--- src/rtl/pending_encoder_pkg.sv ---
// pending_encoder_pkg
// Shared sizing constants, vector types and the index-to-one-hot helper used
// by the pending encoder slice.
//   N          : number of request lines (power of two, 2..64)
//   W          : index width, $clog2(N)
//   pend_vec_t : N-bit pending / request vector
//   idx_t      : W-bit line index
//   onehot_of  : W-bit index -> N-bit one-hot
package pending_encoder_pkg;

    localparam int N = 8;
    localparam int W = $clog2(N);

    typedef logic [N-1:0] pend_vec_t;
    typedef logic [W-1:0] idx_t;

    function automatic pend_vec_t onehot_of(input idx_t idx);
        pend_vec_t v;
        v      = {N{1'b0}};
        v[idx] = 1'b1;
        return v;
    endfunction

endpackage

--- src/rtl/pending_encoder_if.sv ---
// pending_encoder_if
// Request/flush inputs and the valid/ready index output of the pending encoder.
//   req_in    : request pulses, one bit per line
//   flush     : drop all pending lines
//   out_valid : at least one line pending
//   out_idx   : selected pending line
//   out_ready : consumer takes out_idx this cycle
//   pending   : current pending register
// Modports: master = event source / consumer side, slave = encoder.
interface pending_encoder_if;
    import pending_encoder_pkg::*;

    pend_vec_t req_in;
    logic      flush;
    logic      out_valid;
    idx_t      out_idx;
    logic      out_ready;
    pend_vec_t pending;

    modport master (
        output req_in, flush, out_ready,
        input  out_valid, out_idx, pending
    );

    modport slave (
        input  req_in, flush, out_ready,
        output out_valid, out_idx, pending
    );

endinterface

--- src/rtl/pending_encoder_prio_enc.sv ---
// prio_enc
// Combinational N:W priority encoder; the lowest set bit wins.
//   req : input vector
//   idx : index of the lowest set bit, 0 when none is set
//   any : at least one bit set
module prio_enc #(
    parameter int N = 8,
    parameter int W = $clog2(N)
) (
    input  logic [N-1:0] req,
    output logic [W-1:0] idx,
    output logic         any
);

    // Scan from the top down so the last hit (lowest index) sticks.
    always_comb begin
        idx = {W{1'b0}};
        for (int i = N - 1; i >= 0; i--) begin
            idx = req[i] ? W'(i) : idx;
        end
    end

    assign any = |req;

endmodule

--- src/rtl/pending_encoder.sv ---
// pending_encoder
// Collects one-hot/multi-hot request pulses into a pending register and hands
// them out one at a time as binary indices over a valid/ready handshake.
// Ports:
//   clk   : clock, rising edge
//   reset : asynchronous, active-high, clears all state
//   bus   : pending_encoder_if.slave (req_in, flush, out_ready in;
//           out_valid, out_idx, pending out)
// Build option: define ROUND_ROBIN_EN for round-robin selection starting at an
// internal pointer; otherwise fixed lowest-index priority. Ports are identical
// in both builds.
module pending_encoder
    import pending_encoder_pkg::*;
(
    input  logic               clk,
    input  logic               reset,
    pending_encoder_if.slave   bus
);

    pend_vec_t pending_r;
    pend_vec_t pending_next_s;
    pend_vec_t search_s;
    pend_vec_t clr_s;
    idx_t      sel_idx_s;
    idx_t      out_idx_s;
    logic      any_s;
    logic      accept_s;

`ifdef ROUND_ROBIN_EN
    idx_t      ptr_r;

    // Rotate right by ptr so the search window starts at ptr and wraps.
    always_comb begin
        search_s = {N{1'b0}};
        for (int i = 0; i < N; i++) begin
            search_s[i] = pending_r[W'(i) + ptr_r];
        end
    end

    // Undo the rotation; the W-bit sum wraps mod N. Force 0 when idle.
    always_comb begin
        if (any_s) begin
            out_idx_s = sel_idx_s + ptr_r;
        end else begin
            out_idx_s = {W{1'b0}};
        end
    end

    // Pointer moves past the line just delivered; flush alone leaves it.
    always_ff @(posedge clk or posedge reset) begin
        if (reset) begin
            ptr_r <= {W{1'b0}};
        end else if (accept_s) begin
            ptr_r <= out_idx_s + W'(1);
        end else begin
            ptr_r <= ptr_r;
        end
    end
`else
    // Fixed priority: search the pending vector directly.
    always_comb begin
        search_s  = pending_r;
        out_idx_s = sel_idx_s;
    end
`endif

    prio_enc #(
        .N (N),
        .W (W)
    ) u_prio (
        .req (search_s),
        .idx (sel_idx_s),
        .any (any_s)
    );

    // Accepted line is cleared; flush drops the rest; new requests always win.
    always_comb begin
        accept_s = any_s & bus.out_ready;
        if (accept_s) begin
            clr_s = onehot_of(out_idx_s);
        end else begin
            clr_s = {N{1'b0}};
        end
        pending_next_s = ((pending_r & ~clr_s) & ~{N{bus.flush}}) | bus.req_in;
    end

    // Pending register.
    always_ff @(posedge clk or posedge reset) begin
        if (reset) begin
            pending_r <= {N{1'b0}};
        end else begin
            pending_r <= pending_next_s;
        end
    end

    assign bus.out_valid = any_s;
    assign bus.out_idx   = out_idx_s;
    assign bus.pending   = pending_r;

endmodule

--- src/flat_wrapper.sv ---
// flat-port wrapper written by rule: the top's interface ports become plain ports
module pending_encoder_flat import pending_encoder_pkg::*;
  (clk, reset, bus_req_in, bus_flush, bus_out_ready, bus_out_valid, bus_out_idx, bus_pending);
  pending_encoder_if bus_i ();
  input  logic clk;
  input  logic reset;
  input wire logic [$bits(bus_i.req_in)-1:0] bus_req_in;
  input wire logic [$bits(bus_i.flush)-1:0] bus_flush;
  input wire logic [$bits(bus_i.out_ready)-1:0] bus_out_ready;
  output wire logic [$bits(bus_i.out_valid)-1:0] bus_out_valid;
  output wire logic [$bits(bus_i.out_idx)-1:0] bus_out_idx;
  output wire logic [$bits(bus_i.pending)-1:0] bus_pending;
  assign bus_i.req_in = bus_req_in;
  assign bus_i.flush = bus_flush;
  assign bus_i.out_ready = bus_out_ready;
  assign bus_out_valid = bus_i.out_valid;
  assign bus_out_idx = bus_i.out_idx;
  assign bus_pending = bus_i.pending;
  pending_encoder u_core (.clk(clk), .reset(reset), .bus(bus_i));
endmodule
--- config.mk ---
export PLATFORM = sky130hd
export DESIGN_NAME = pending_encoder_flat
export DESIGN_NICKNAME = d
export VERILOG_FILES = /design/src/rtl/pending_encoder_pkg.sv /design/src/rtl/pending_encoder_if.sv /design/src/rtl/pending_encoder_prio_enc.sv /design/src/rtl/pending_encoder.sv /design/src/flat_wrapper.sv
export SDC_FILE = /design/constraint.sdc
export NUM_CORES = 1
export LEC_CHECK = 0
export CAP_MARGIN = 20
export CORE_MARGIN = 4
export CORE_UTILIZATION = 28
export CTS_BUF_LIST = sky130_fd_sc_hd__clkbuf_16
export DETAILED_ROUTE_END_ITERATION = 16
export PLACE_DENSITY = 0.59
export SLEW_MARGIN = 15
export SYNTH_ARGS = -nofsm -noshare
export SYNTH_HDL_FRONTEND = slang
export SYNTH_SLANG_ARGS = --single-unit
--- constraint.sdc ---
create_clock -name clk -period 3.1 [get_ports clk]
set_clock_uncertainty 0.1 [all_clocks]
set_input_delay 0.62 -clock clk [delete_from_list [all_inputs] [get_ports clk]]
set_output_delay 0.62 -clock clk [all_outputs]
set_load 0.02 [all_outputs]
# Word level (Yosys, flattened, before mapping)
# Cells that the tools add are included.
classes:
  n_bitwise: 6
  order_cmp: 2
  mux: 11
  reduce_logical: 2
op_table:
  columns: ["op", "count"]
  rows:
  - ["3-bit 2-to-1 mux", 8]
  - ["8-bit AND", 2]
  - ["8-bit NOT", 2]
  - ["8-bit 2-to-1 mux", 1]
  - ["8-bit OR", 1]
  - ["8-bit OR reduction", 1]
  - ["3-bit by 4-bit less-than comparator with 1-bit output, second input constant", 1]
  - ["1-bit demux with 3-bit select", 1]
  - ["3-bit by 1-bit >= comparator with 1-bit output, second input constant", 1]
  - ["1-bit AND", 1]
  - ["1-bit logical AND", 1]
  - ["1-bit 2-to-1 mux", 1]
word_totals:
  ff_bits: 8
  word_cells: 22

# Depth between registers and ports, before layout
depth:
  ltp_word: 17
  ltp_mapped: 4
  depth_no_buf: 4

# Modules after synthesis
# A second synthesis with hierarchy kept.
hier_totals:
  cells_unflattened: 48
  hier_area_um2: 484.2
modules_own_cells:
  columns: ["mod", "n_inst", "area_each_um2", "seq_area_each_um2", "cells_per_inst"]
  rows:
  - ["pending_encoder", 1, 402.9, 200.2, 35]
  - ["prio_enc", 1, 81.3, 0.0, 13]

# Worst setup path after synthesis
# OpenSTA, ideal clock, no wires.
synth_timing:
  path_type: "flip-flop to output port"
  startpoint: "register u_core.pending_r[0], in the netlist u_core.bus.pending[0]"
  endpoint: "output port bus_out_idx[0]"
  path_slack_ps: 1128
  arrival_ps: 1252
  path_stages_with_launch: 3
  path_buffers: 0
  t_required_ps: 2380
  path_cell_list: "dfrtp_1 or3_1 o22ai_2"
synth_between:
  elab_chain_len: 1
synth_lines:
  columns: ["item", "line_no", "text"]
  rows:
  - ["start, declared", "pending_encoder.sv:20", "pend_vec_t pending_r;"]
  - ["start signal, assigned", "pending_encoder.sv:90", "pending_r <= {N{1'b0}};"]
  - ["start signal, assigned", "pending_encoder.sv:92", "pending_r <= pending_next_s;"]
  - ["3-bit 2-to-1 mux", "pending_encoder_prio_enc.sv:19", "idx = req[i] ? W'(i) : idx;"]
  - ["end, declared", "flat_wrapper.sv:11", "output wire logic [$bits(bus_i.out_idx)-1:0] bus_out_idx;"]
# Every way passes these cells.

# Worst setup path in the final report
# Ends and elaborated chain as after synthesis.

==> results.yml <==
clock_network:
  cts_root_buffer: "clkbuf_16"
  h-tree-depth: 1
  cts_resized: 0
  cts_tree: "done"
  ctsHoldBuffers: 0
  clock_latency_ns: 0.23
  clkSinkCount: 8
  cts_buffer_depth: 2
  cts_buffers: 3
  clk_pin_slew_ns: 0.04
  cts_setup_buffers: 0
sta:
  relSlewSlack_pct: 73.4
  final.setup.tns_ns: 0
  slew_violations: 0
  max_freq_ghz: 0.362
  finalHoldWorstSlack_ns: 0.534
  setup_violations: 0
  period_minus_slack_ns: 2.76
  rsz0062_at_grt: "no"
  hold_viol: 0
  tightest_slew_ns: 0.395
  period_share_pct: 89.1
critical_path:
  worst_path_dominant_cell_family: "buffers and inverters"
  crit_buf_inv: 1
  cpMaxStageDelayCell: "clkdlybuf4s50_1"
  critPathRequiredTime_ns: 2.38
  cp_max_fo: 7
  worstPathArrival_ns: 2.04
  crit_type: "reg2out"
  crit_path_cell_trace: "or3_1, o22ai_2, clkdlybuf4s50_1"
  worstSetupStartpointType: "flop"
  cpPeakStageDelay_ns: 0.67
  worst_setup_path_end_kind: "output port"
power_and_ir_drop:
  total_power_mw: 0.414
  p_leak_nw: 0.305
  vdd_drop_max_mv: 0.282
  pwr_density_cell_nw_per_um2: 550
global_routing:
  track_usage_pct: 14.4
  grt_pass1_wl_um: 2090
  grt_pass1_vias: 417
  overflow: 0
  grt_max_degree: 9
  antenna_found_initial: 0
detailed_routing:
  drt_iter0_drc: 20
  wirelength_um: 1220
  viasPerCell: 5.10
  drtAntennaViolNets: 0
  vias: 439
  wl_per_cell_um: 14.1
  drc: 0
  firstDrtPassIters: 4
floorplanning:
  rows: 13
  die_area_sq_um: 2220
  fp.dieH_um: 47.2
  coreArea_sq_um: 1370
  initial_core_util_pct: 31.4
  boundaryPins: 24
  die_w_um: 47.2
cells_and_area:
  drive_gt1_share_pct: 12.7
  area_growth_pct: 75.5
  layout_common_cells: "clkdlybuf4s50_1, dfrtp_1, a21oi_1, nor2_1, inv_1"
  diodes: 0
  fin_util_pct: 55.1
  nets: 85
  fill_cells: 145
  largest_reg_flops: 8
  final_common_cell: "clkdlybuf4s50_1"
  final_cells: 86
placed_design:
  hpwlAfterDp_um: 900
  port_buffers: 23
  globalplace.congestion: 0.737
  dp.cells: 83
yosys:
  yosys_warnings: 0
  synthCells: 45
  synth_cell_types: 21
  syn-cell-area_sq_um: 429
  synth-main-ff-cell: "dfrtp_1"
  synth_nets: 57
  synth_seq_cells: 8
  avgSynthCellArea_sq_um: 9.54
  ys_seq_area_share_pct: 46.6
  synth_edf_count: 0
  async_flop_share_pct: 100
run_status:
  status: "finished, final reports clean"
run:
  cap_violations: 0
worst_hold_path:
  hold_path.class: "reg2reg"
power breakdown:
part,internal (mW),switching [mW]
registers,0.112,0.0127
clock network,0.166,0.0524
logic,0.0385,0.0316
total,0.317,0.0967
worst register-to-register path: cells and delay by family (launching register included):
family,cells,cell delay [ns]
compound gates,1,0.18
flops,1,0.45
simple gates,3,0.84
per-stage QoR:
stage                     worst slack, ns  area, sq um
after detailed placement            0.600          678
final                               0.337          753
after global placement              0.598          678
after CTS                           0.335          753
after floorplan                      1.13          429
after global routing                0.237          753
cells by family after synthesis:
kind of cell	after synthesis	synth area share (%)
and+or+nand+nor	17	23.3
DFF	8	46.6
buffers and inverters	4	3.50
AOI/OAI and AO/OA	16	26.5
metal layers:
metal / up-vias / part of all wire, % / track usage [%]
met5: - / 0 / 0
li1: 217 / - / -
met4: 0 / 3.0 / 11.6
met2: 14 / 46 / 20.1
met1: 203 / 43 / 17.7
met3: 5 / 7.2 / 4.98
path summary, 6_finish.rpt:
kind | from | endpoint | slack, ns | cells after the start
max | u_core.bus.pending[0] | bus_out_idx[0] | 0.34 | 3
min | u_core.bus.pending[7] | u_core.bus.pending[7] | 0.53 | 2
max reg2reg | u_core.bus.pending[0] | u_core.bus.pending[6] | 1.42 | 4
min reg2reg | u_core.bus.pending[7] | u_core.bus.pending[7] | 0.53 | 2
max in group asynchronous | reset | u_core.bus.pending[1] | 2.12 | 2
min in group asynchronous | reset | u_core.bus.pending[5] | 0.54 | 2
cells in the mapped netlist (2+ instances only):
cell type	instances	area [sq um]
a21oi_1	6	30.0
a31o_2	2	17.5
dfrtp_1	8	200
inv_1	4	15.0
nand2_1	2	7.51
nand2b_1	2	12.5
nor2_1	6	22.5
or3_1	2	12.5
layout make-up:
| type | instances | area (sq um) | area share (%) |
|---|---|---|---|
| timing repair buffer | 23 | 230 | 30.6 |
| multi-input combinational | 33 | 214 | 28.4 |
| sequential | 8 | 200 | 26.6 |
| clock buffer | 3 | 75.1 | 9.97 |
| inverter | 4 | 15.0 | 1.99 |
| tap | 15 | 18.8 | 2.49 |
Power figures use the tool's default switching activity.
